**src/rtl/prog_loader.sv**
```systemverilog
// Boot loader: assembles a length-prefixed byte stream into 32-bit words, writes them from
// address 0 while holding the CPU, then pulses cpu_start. Optional checksum: PROG_LOADER_CSUM_EN.
module prog_loader #(
  parameter int unsigned ADDR_W = 10
) (
  input  logic              clk1,
  input  logic              rst,
  input  logic              load,
  input  logic              in_valid,
  input  logic [7:0]        in_data,
  output logic              in_ready,
  output logic              mem_we,
  output logic [ADDR_W-1:0] mem_addr,
  output logic [31:0]       mem_wdata,
  output logic              cpu_hold,
  output logic              cpu_start,
  output logic              busy,
  output logic              done,
  output logic              err
);

  typedef enum logic [2:0] {
    StIdle,
    StLenHi,
    StLenLo,
    StData,
`ifdef PROG_LOADER_CSUM_EN
    StCsum,
`endif
    StStart,
    StDone,
    StErr
  } state_e;

  localparam logic [16:0] MaxWords = 17'(1) << ADDR_W;

  state_e      state_q;
  logic [15:0] n_q;
  logic [15:0] wcnt_q;
  logic [1:0]  bidx_q;
  logic [23:0] wbuf_q;
`ifdef PROG_LOADER_CSUM_EN
  logic [7:0]  csum_q;
`endif

  logic        accept;
  logic [15:0] len_full;
  logic        too_big;
  logic        last_word;
  logic [31:0] word_full;
  logic        addr_max;

  always_comb begin
    accept    = in_valid & in_ready;
    len_full  = {n_q[15:8], in_data};
    too_big   = {1'b0, len_full} > MaxWords;
    last_word = (wcnt_q == (n_q - 16'd1));
    word_full = {wbuf_q, in_data};
    addr_max  = &mem_addr;
  end

  always_ff @(posedge clk1 or posedge rst) begin
    if (rst) begin
      state_q   <= StIdle;
      n_q       <= '0;
      wcnt_q    <= '0;
      bidx_q    <= '0;
      wbuf_q    <= '0;
`ifdef PROG_LOADER_CSUM_EN
      csum_q    <= '0;
`endif
      in_ready  <= 1'b0;
      mem_we    <= 1'b0;
      mem_addr  <= '0;
      mem_wdata <= '0;
      cpu_hold  <= 1'b1;
      cpu_start <= 1'b0;
      busy      <= 1'b0;
      done      <= 1'b0;
      err       <= 1'b0;
    end else begin
      mem_we    <= 1'b0;
      cpu_start <= 1'b0;
      // Address advances once the write cycle has presented it; saturate instead of wrapping.
      if (mem_we && !addr_max) mem_addr <= mem_addr + ADDR_W'(1);

`ifdef PROG_LOADER_CSUM_EN
      if (accept) csum_q <= csum_q ^ in_data;
`endif

      case (state_q)
        StIdle, StDone, StErr: begin
          if (load) begin
            state_q  <= StLenHi;
            done     <= 1'b0;
            err      <= 1'b0;
            mem_addr <= '0;
            wcnt_q   <= '0;
            bidx_q   <= '0;
            n_q      <= '0;
`ifdef PROG_LOADER_CSUM_EN
            csum_q   <= '0;
`endif
            cpu_hold <= 1'b1;
            busy     <= 1'b1;
            in_ready <= 1'b1;
          end
        end

        StLenHi: begin
          if (accept) begin
            n_q[15:8] <= in_data;
            state_q   <= StLenLo;
          end
        end

        StLenLo: begin
          if (accept) begin
            n_q <= len_full;
            if (too_big) begin
              state_q  <= StErr;
              err      <= 1'b1;
              busy     <= 1'b0;
              in_ready <= 1'b0;
            end else if (len_full == 16'd0) begin
`ifdef PROG_LOADER_CSUM_EN
              state_q  <= StCsum;
`else
              state_q  <= StStart;
              in_ready <= 1'b0;
`endif
            end else begin
              state_q <= StData;
            end
          end
        end

        StData: begin
          if (accept) begin
            wbuf_q <= word_full[23:0];
            bidx_q <= bidx_q + 2'd1;
            if (bidx_q == 2'd3) begin
              mem_wdata <= word_full;
              mem_we    <= 1'b1;
              wcnt_q    <= wcnt_q + 16'd1;
              if (last_word) begin
`ifdef PROG_LOADER_CSUM_EN
                state_q  <= StCsum;
`else
                state_q  <= StStart;
                in_ready <= 1'b0;
`endif
              end
            end
          end
        end

`ifdef PROG_LOADER_CSUM_EN
        StCsum: begin
          if (accept) begin
            in_ready <= 1'b0;
            if (in_data == csum_q) begin
              state_q <= StStart;
            end else begin
              state_q <= StErr;
              err     <= 1'b1;
              busy    <= 1'b0;
            end
          end
        end
`endif

        // One idle cycle here keeps cpu_start strictly after the final mem_we.
        StStart: begin
          cpu_start <= 1'b1;
          cpu_hold  <= 1'b0;
          busy      <= 1'b0;
          done      <= 1'b1;
          state_q   <= StDone;
        end

        default: state_q <= StIdle;
      endcase
    end
  end

endmodule
```
**config.mk**
```make
export PLATFORM = sky130hd
export DESIGN_NAME = prog_loader
export DESIGN_NICKNAME = d
export VERILOG_FILES = /design/src/rtl/prog_loader.sv
export SDC_FILE = /design/constraint.sdc
export NUM_CORES = 1
export LEC_CHECK = 0
export BUFFER_PORTS_ARGS = -buffer_cell sky130_fd_sc_hd__buf_4
export CAP_MARGIN = 20
export CELL_PAD_IN_SITES_DETAIL_PLACEMENT = 0
export CELL_PAD_IN_SITES_GLOBAL_PLACEMENT = 1
export CORE_UTILIZATION = 36
export CTS_BUF_LIST = sky130_fd_sc_hd__clkbuf_4 sky130_fd_sc_hd__clkbuf_8
export DETAILED_ROUTE_END_ITERATION = 12
export PLACE_DENSITY_LB_ADDON = 0.1
export SLEW_MARGIN = 0
export SYNTH_ARGS = -nofsm -noshare
export SYNTH_HDL_FRONTEND = slang
export SYNTH_SLANG_ARGS = --single-unit
export TNS_END_PERCENT = 1
```
**constraint.sdc**
```tcl
create_clock -name clk1 -period 4.35 [get_ports clk1]
set_input_delay 0.2175 -clock clk1 [delete_from_list [all_inputs] [get_ports clk1]]
set_output_delay 0.2175 -clock clk1 [all_outputs]
set_load 0.01 [all_outputs]
```
==> results_dict.tcl, run 1 <==
set metrics [dict create \
    ys_ff_latch 110 \
    layout_commonest_cell "nand2_1" \
    finClkSkew_ps 7.46 \
    port-buffer-count 60 \
    via_per_inst 4.91 \
    tightest_slew_ps 814 \
    p_leak_nw 2.94 \
    antenna_found_initial 0 \
    track_usage_pct 18.2 \
    critPathKind "flip-flop to flip-flop" \
    ios 61 \
    final_cell_mix "nand2_1, dfrtp_1, buf_4, nor2_1, o21ai_0" \
    postCtsSetupBuffers 0 \
    clk_pin_slew_ps 100 \
    tns_ps 0 \
    path_buf_inv 3 \
    syn_nets 548 \
    grt-ovfl-total 0 \
    cp_slowest_cell "dfrtp_1" \
    fillCellCount 1416 \
    worst_setup_path_start_kind "flip-flop" \
    setup_viol 0 \
    status "completed" \
    clock_latency_ps 380 \
    setup.worst_path.end_class "flip-flop" \
    routed_wl_um 12200 \
    report.final.slew_viol_count 0 \
    yosys.area.top_type "dfrtp_1" \
    rows 43 \
    grt_pass1_wl_um 20300 \
    synth_edf_count 0 \
    period_needed_ps 3080 \
    instances_no_fill 772 \
    hold_ws_ps 94.3 \
    cpLargestDelayFamily "simple AND/OR/NAND/NOR gates" \
    syn_avg_cell_area_um2 9.66 \
    grt_max_degree 80 \
    min_path_type "input port to flip-flop" \
    path_max_fanout 35 \
    cts.sinks 110 \
    yosysWarnings 0 \
    synth_top_area_share_pct 53.1 \
    cp.arrival_ps 3330 \
    drtIter0Drc 143 \
    r2r_setup_slack_ps 1270 \
    placed_cell_area_um2 5770 \
    die-area_um2 14800 \
    ys.flop_type "dfrtp_1" \
    diodes 0 \
    fin_area_um2 6000 \
    netlist_area_um2 5140 \
    via_count 3788 \
    syn_inst 532 \
    cp_cell_sequence "nor2b_1 > and3_1 > nand3_1 > buf_4 > inv_2 > buf_4 > o2111ai_1 > nor2_1 > nand3_1 > xor2_1 > nor2_1" \
    h-tree-depth 3 \
    dpl.hpwl_um 8440 \
    total_power_mw 3.14 \
    root_buffer "clkbuf_8" \
    chipHeight_um 122 \
    initial_core_util_pct 37.0 \
    synth_cell_types 53 \
    syn_to_final_growth_pct 16.7 \
    cts_tree "built" \
    ys_seq_area_share_pct 53.6 \
    final_antenna_net_count 0 \
    numPlacedInstances 754 \
    cts_resized 0 \
    drv_cap 0 \
    gp_congestion 0.859 \
    layout.nets 603 \
    ir_drop_mv 0.174 \
    numCtsBuffers 9 \
    slew_headroom_pct 45.6 \
    drive_gt1_share_pct 19.9 \
    firstDrtPassIters 4 \
    cts_buffer_depth 2 \
    rsz0062_at_grt "false" \
    drc 0 \
    powerDensity_nw_per_um2 523 \
    grt_pass1_vias 3888 \
    critPathMaxStageDelay_ps 570 \
    hold_violations 0 \
    clock.fmax_ghz 0.325 \
    core-area_um2 13900 \
    synthTopCellsByArea "dfrtp_1, nand2_1, mux2_2" \
    routedWlPerCell_um 15.8 \
    holdBufCountCts 0 \
    final.period_utilization_pct 70.7 \
    die_w_um 122 \
    synthArstFlopShare_pct 100 \
    crit_required_ps 4600 \
]
## cells by family (layout without fill, tap and decap cells)
kind of cell	count (synthesis)	in the layout	share of synthesized area, %
AOI/OAI and AO/OA	59	59	6.89
xor gates and xnor gates	44	44	7.50
adders and majority gates	4	4	0.974
buffers and inverters	32	92	2.48
DFF	110	110	53.6
muxes	29	29	6.33
and+or+nand+nor	254	254	22.3
## sequential cells by signal, indices dropped and copies added, names as in the netlist, 2 cells and up
register   flops
state_q        3
wcnt_q        16
n_q           16
bidx_q         2
mem_wdata     32
mem_addr      10
wbuf_q        24
## power by group
group	total, mW	internal (mW)	switching, mW
Clock	0.607	0.246	0.361
Sequential	1.44	1.23	0.217
Combinational	1.09	0.511	0.576
Total	3.14	1.98	1.15
## Yosys cell counts (all sizes together) (2+ instances only)
cell type  number
nand2         145
dfrtp         109
nor2           40
o21ai          28
mux2           25
xor2           23
clkbuf         21
xnor2          21
nand3          13
a21oi          11
nand4          10
inv             7
nor3            7
nor2b           6
or3             5
or4             5
buf             4
ha              4
mux2i           4
nor3b           4
a31oi           3
and3            3
nor4            3
o31ai           3
a211oi          2
and2            2
nand2b          2
nand4b          2
nor4b           2
or2             2
## metrics by stage
step / utilization, % / setup WS (ps)
2_1_floorplan: - / 1230
3_3_place_gp: 41.5 / 1340
3_5_place_dp: 41.6 / 1270
4_1_cts: 42.9 / 1230
5_1_grt: 43.2 / 938
6_report: 43.2 / 1270
## worst reg2reg max path, stage by stage (launching register included)
cell and delay [ps]:
dfrtp_1 570, nor2b_1 290, and3_1 260, nand3_1 90
buf_4 290, inv_2 100, buf_4 340, o2111ai_1 350
nor2_1 330, nand3_1 140, xor2_1 140, nor2_1 50
## layout make-up
type                            instances  area (µm²)  share of cell area (%)
Sequential cell                       110        2750                    45.9
Multi-Input combinational cell        390        2260                    37.7
Timing Repair Buffer                   69         541                    9.01
Tap cell                              180         225                    3.75
Clock buffer                           12         153                    2.54
Clock inverter                          4        37.5                   0.626
Inverter                                7        28.8                   0.480
## path summary, 6_finish.rpt
kind                                  to        from  cells past startpoint
setup / recovery              wcnt_q[13]  state_q[1]                     11
hold / removal              mem_wdata[4]  in_data[4]                      3
setup reg to reg              wcnt_q[13]  state_q[1]                     11
hold reg to reg            mem_wdata[27]  wbuf_q[19]                      2
max in group asynchronous       cpu_hold         rst                      5
min in group asynchronous     wbuf_q[21]         rst                      3
## layer usage
metal,track usage (%),up-vias,routed length [µm]
li1,-,1884,-
met1,25.2,1838,6080
met2,27.5,56,5410
met3,3.95,10,496
met4,7.56,0,180
met5,0,-,0
No activity file was read; power rests on OpenSTA's default activity.
==> run 2: changes to the inputs <==
clock period = 3.2 ns   (was 4.35 ns; I/O delays follow)
==> results_dict.tcl, run 2 (synthesis gave the netlist of run 1 again) <==
set metrics [dict create \
    fin_area_um2 6040 \
    final_antenna_net_count 0 \
    setup.worst_path.end_class "flip-flop" \
    critPathKind "flip-flop to flip-flop" \
    instances_no_fill 774 \
    layout_commonest_cell "nand2_1" \
    ios 61 \
    final_cell_mix "nand2_1, dfrtp_1, buf_4, nor2_1, o21ai_0" \
    core-area_um2 13900 \
    antenna_found_initial 1 \
    tns_ps 0 \
    report.final.slew_viol_count 0 \
    grt_pass1_vias 3942 \
    grt_max_degree 74 \
    min_path_type "input port to flip-flop" \
    finClkSkew_ps 8.69 \
    placed_cell_area_um2 5810 \
    die-area_um2 14800 \
    grt-ovfl-total 0 \
    initial_core_util_pct 37.0 \
    cts_buffer_depth 2 \
    top_regs "mem_wdata: 32 flops, wbuf_q: 24 flops" \
    port-buffer-count 60 \
    hold_violations 0 \
    status "completed" \
    grt_pass1_wl_um 20500 \
    layout.nets 605 \
    rsz0062_at_grt "false" \
    powerDensity_nw_per_um2 731 \
    routedWlPerCell_um 15.8 \
    dpl.hpwl_um 8420 \
    critPathMaxStageDelay_ps 440 \
    cp.arrival_ps 2990 \
    worst_setup_path_start_kind "flip-flop" \
    top_register "mem_wdata" \
    gp_congestion 0.849 \
    final_util_pct 43.5 \
    slew_headroom_pct 42.6 \
    cts_resized 0 \
    period_needed_ps 2720 \
    cp_slowest_cell "dfrtp_1" \
    clock_latency_ps 380 \
    tightest_slew_ps 858 \
    rows 43 \
    cts_tree "built" \
    drtIter0Drc 173 \
    root_buffer "clkbuf_8" \
    drc 0 \
    crit_required_ps 3470 \
    ir_drop_mv 0.264 \
    hold_ws_ps 18.1 \
    drv_cap 0 \
    clock.fmax_ghz 0.368 \
    track_usage_pct 18.0 \
    numCtsBuffers 9 \
    routed_wl_um 12200 \
    syn_to_final_growth_pct 17.5 \
    largest_reg_flops 32 \
    numPlacedInstances 757 \
    postCtsSetupBuffers 0 \
    cp_cell_sequence "inv_1 > ha_1 > nor4b_2 > nand4_1 > xnor2_1 > a211oi_1 > nor4b_1 > a21oi_1 > mux2_4" \
    final.period_utilization_pct 84.9 \
    diodes 0 \
    holdBufCountCts 1 \
    die_w_um 122 \
    via_count 3866 \
    cts.sinks 110 \
    drive_gt1_share_pct 20.2 \
    path_max_fanout 5 \
    setup_viol 0 \
    chipHeight_um 122 \
    h-tree-depth 3 \
    via_per_inst 4.99 \
    firstDrtPassIters 6 \
    p_leak_nw 2.96 \
    clk_pin_slew_ps 110 \
]
[run 2: path summary, 6_finish.rpt]
check | startpoint | to | slack (ps) | cells past startpoint
max | n_q[0] | state_q[0] | 480 | 9
min | in_data[1] | mem_wdata[1] | 20 | 3
max reg2reg | n_q[0] | state_q[0] | 480 | 9
min reg2reg | wbuf_q[16] | mem_wdata[24] | 470 | 2
max in group asynchronous | rst | cpu_hold | 2020 | 4
min in group asynchronous | rst | mem_wdata[29] | 360 | 3
[run 2: layout make-up]
| cell class | instances | area (µm²) |
|---|---|---|
| Timing Repair Buffer | 71 | 548 |
| Clock inverter | 5 | 88.8 |
| Fill cell | 1381 | 7840 |
| Tap cell | 180 | 225 |
| Multi-Input combinational cell | 390 | 2260 |
| Inverter | 7 | 28.8 |
| Sequential cell | 110 | 2750 |
| Clock buffer | 11 | 139 |
[run 2: per-layer routing]
layer  global-route usage, %  up-vias  share of wire [%]
li1                        -     1886                  -
met4                    5.17        0                1.1
met5                       0        -                  0
met2                    27.9       60                 46
met3                    4.28        8                3.8
met1                    25.0     1912                 50
[run 2: where the power goes]
group	internal, mW	switching [mW]	leakage, nW
registers	1.67	0.256	1.48
logic	0.714	0.816	1.37
clock network	0.469	0.495	0.117
[run 2: critical path: cells and delay by family, from the launching register on]
kind | cells | cell delay (ps)
AOI/OAI and AO/OA | 2 | 340
xor gates and xnor gates | 1 | 180
adders and majority gates | 1 | 240
buffers and inverters | 1 | 100
DFF | 1 | 440
muxes | 1 | 330
and+or+nand+nor | 3 | 980
[run 2: stage by stage]
step,power (mW),setup slack [ps]
floorplan,3.04,139
global placement,3.46,594
detailed placement,3.49,525
CTS,4.47,482
global route,4.74,183
finish,4.42,485
==> run 3: changes to the inputs <==
clock period = 2.7 ns   (was 3.2 ns; I/O delays follow)
==> results_dict.tcl, run 3 (synthesis gave the netlist of run 1 again) <==
set metrics [dict create \
    grt_max_degree 64 \
    firstDrtPassIters 4 \
    drive_gt1_share_pct 21.3 \
    via_count 3834 \
    setup_viol 0 \
    r2r_start "n_q[0]" \
    rows 43 \
    final.period_utilization_pct 92.6 \
    worst_setup_path_start_kind "flip-flop" \
    path_buf_inv 2 \
    hold_violations 0 \
    h-tree-depth 3 \
    powerDensity_nw_per_um2 860 \
    largest_reg_flops 32 \
    cpLargestDelayFamily "compound AO/OA/AOI/OAI gates" \
    routedWlPerCell_um 15.4 \
    grt-ovfl-total 0 \
    hold_path_end "mem_wdata[1]" \
    die-area_um2 14800 \
    cp_slowest_cell "dfrtp_1" \
    antenna_found_initial 0 \
    die_w_um 122 \
    r2r_end "state_q[0]" \
    slew_headroom_pct 52.0 \
    finalWorstSetupSlack_ps 201 \
    drv_cap 0 \
    total_power_mw 5.31 \
    tightest_slew_ps 718 \
    port-buffer-count 60 \
    clock_latency_ps 390 \
    path_max_fanout 5 \
    root_buffer "clkbuf_8" \
    gp_congestion 0.799 \
    ios 61 \
    clk_pin_slew_ps 110 \
    r2r_cells 10 \
    place_ws_ps 93.1 \
    cts_tree "built" \
    cp.arrival_ps 2780 \
    cp_cell_sequence "inv_1 > ha_1 > nor4b_2 > buf_4 > nand2_1 > xor2_1 > a31oi_2 > nor3_2 > a21oi_1 > mux2_4" \
    rsz0062_at_grt "false" \
    cts_buffer_depth 2 \
    top_register "mem_wdata" \
    min_path_type "input port to flip-flop" \
    crit_path_start "n_q[0]" \
    worstHoldPathCells 3 \
    layout_commonest_cell "nand2_1" \
    numCtsBuffers 9 \
    chipHeight_um 122 \
    initial_core_util_pct 37.0 \
    grt_pass1_vias 3890 \
    layout.nets 618 \
    critPathMaxStageDelay_ps 440 \
    setup.worst_path.end_class "flip-flop" \
    tns_ps 0 \
    fillCellCount 1348 \
    hold_ws_ps 12.6 \
    drc 0 \
    r2r_setup_slack_ps 200 \
    final_antenna_net_count 0 \
    finClkSkew_ps 15.6 \
    ir_drop_mv 0.461 \
    cts.sinks 110 \
    status "completed" \
    worstHoldStart "in_data[1]" \
    clock.fmax_ghz 0.400 \
    grt_pass1_wl_um 20200 \
    p_leak_nw 3.01 \
    routed_wl_um 12100 \
    track_usage_pct 17.9 \
    dpl.hpwl_um 8390 \
    crit_required_ps 2980 \
    core-area_um2 13900 \
    diodes 0 \
    via_per_inst 4.87 \
    report.final.slew_viol_count 0 \
    critPathKind "flip-flop to flip-flop" \
    top_regs "mem_wdata: 32 flops, wbuf_q: 24 flops" \
    period_needed_ps 2500 \
    drtIter0Drc 138 \
    syn_to_final_growth_pct 20.2 \
    final_cell_mix "nand2_1, dfrtp_1, buf_4, nor2_1, o21ai_0" \
]
[run 3: layout make-up]
type / count / area (µm²) / share of cell area, %
Clock buffer: 9 / 124 / 2.01
Clock inverter: 7 / 90.1 / 1.46
Inverter: 7 / 30.0 / 0.486
Multi-Input combinational cell: 390 / 2280 / 36.9
Sequential cell: 110 / 2750 / 44.6
Tap cell: 180 / 225 / 3.65
Timing Repair Buffer: 84 / 673 / 10.9
[run 3: how the worst max path moves through the flow]
stage | to | slack [ps] | cells past startpoint
after global routing | state_q[0] | 4 | 10
after floorplan | state_q[0] | 310 | 8
after global placement | state_q[0] | 190 | 9
after detailed placement | state_q[0] | 90 | 9
final | state_q[0] | 200 | 10
after CTS | state_q[0] | 70 | 9
[run 3: worst reg2reg max path: stages (launching register included)]
cell and delay, ps:
dfrtp_1 440, inv_1 110, ha_1 250, nor4b_2 270, buf_4 180, nand2_1 90
xor2_1 180, a31oi_2 240, nor3_2 70, a21oi_1 250, mux2_4 320
[run 3: per-layer routing]
layer	wire [µm]	vias up	GRT usage, %
met5	0	-	0
met4	130	0	4.78
met3	459	11	4.84
met2	5480	56	27.1
met1	6070	1850	25.1
li1	-	1917	-
[run 3: where the power goes]
part           leakage, nW  switching, mW  internal, mW
Combinational         1.43           1.02         0.961
Sequential            1.48          0.299          1.98
Clock                0.101          0.614         0.448
[run 3: stage by stage]
step | std cells | area, µm² | util (%)
4_1_cts | 787 | 6160 | 44.3
6_report | 787 | 6180 | 44.5
5_1_grt | 787 | 6180 | 44.5
3_5_place_dp | 764 | 5870 | 42.3
2_1_floorplan | 532 | 5140 | -
3_3_place_gp | 764 | 5870 | 42.3
[run 3: what timing repair did]
item                                    in CTS  in global routing
hold buffers                                 7                  0
hold endpoints to repair                   120                  0
resized for setup                            0                  3
endpoints found under the setup margin       0                  2
setup buffers                                0                  0
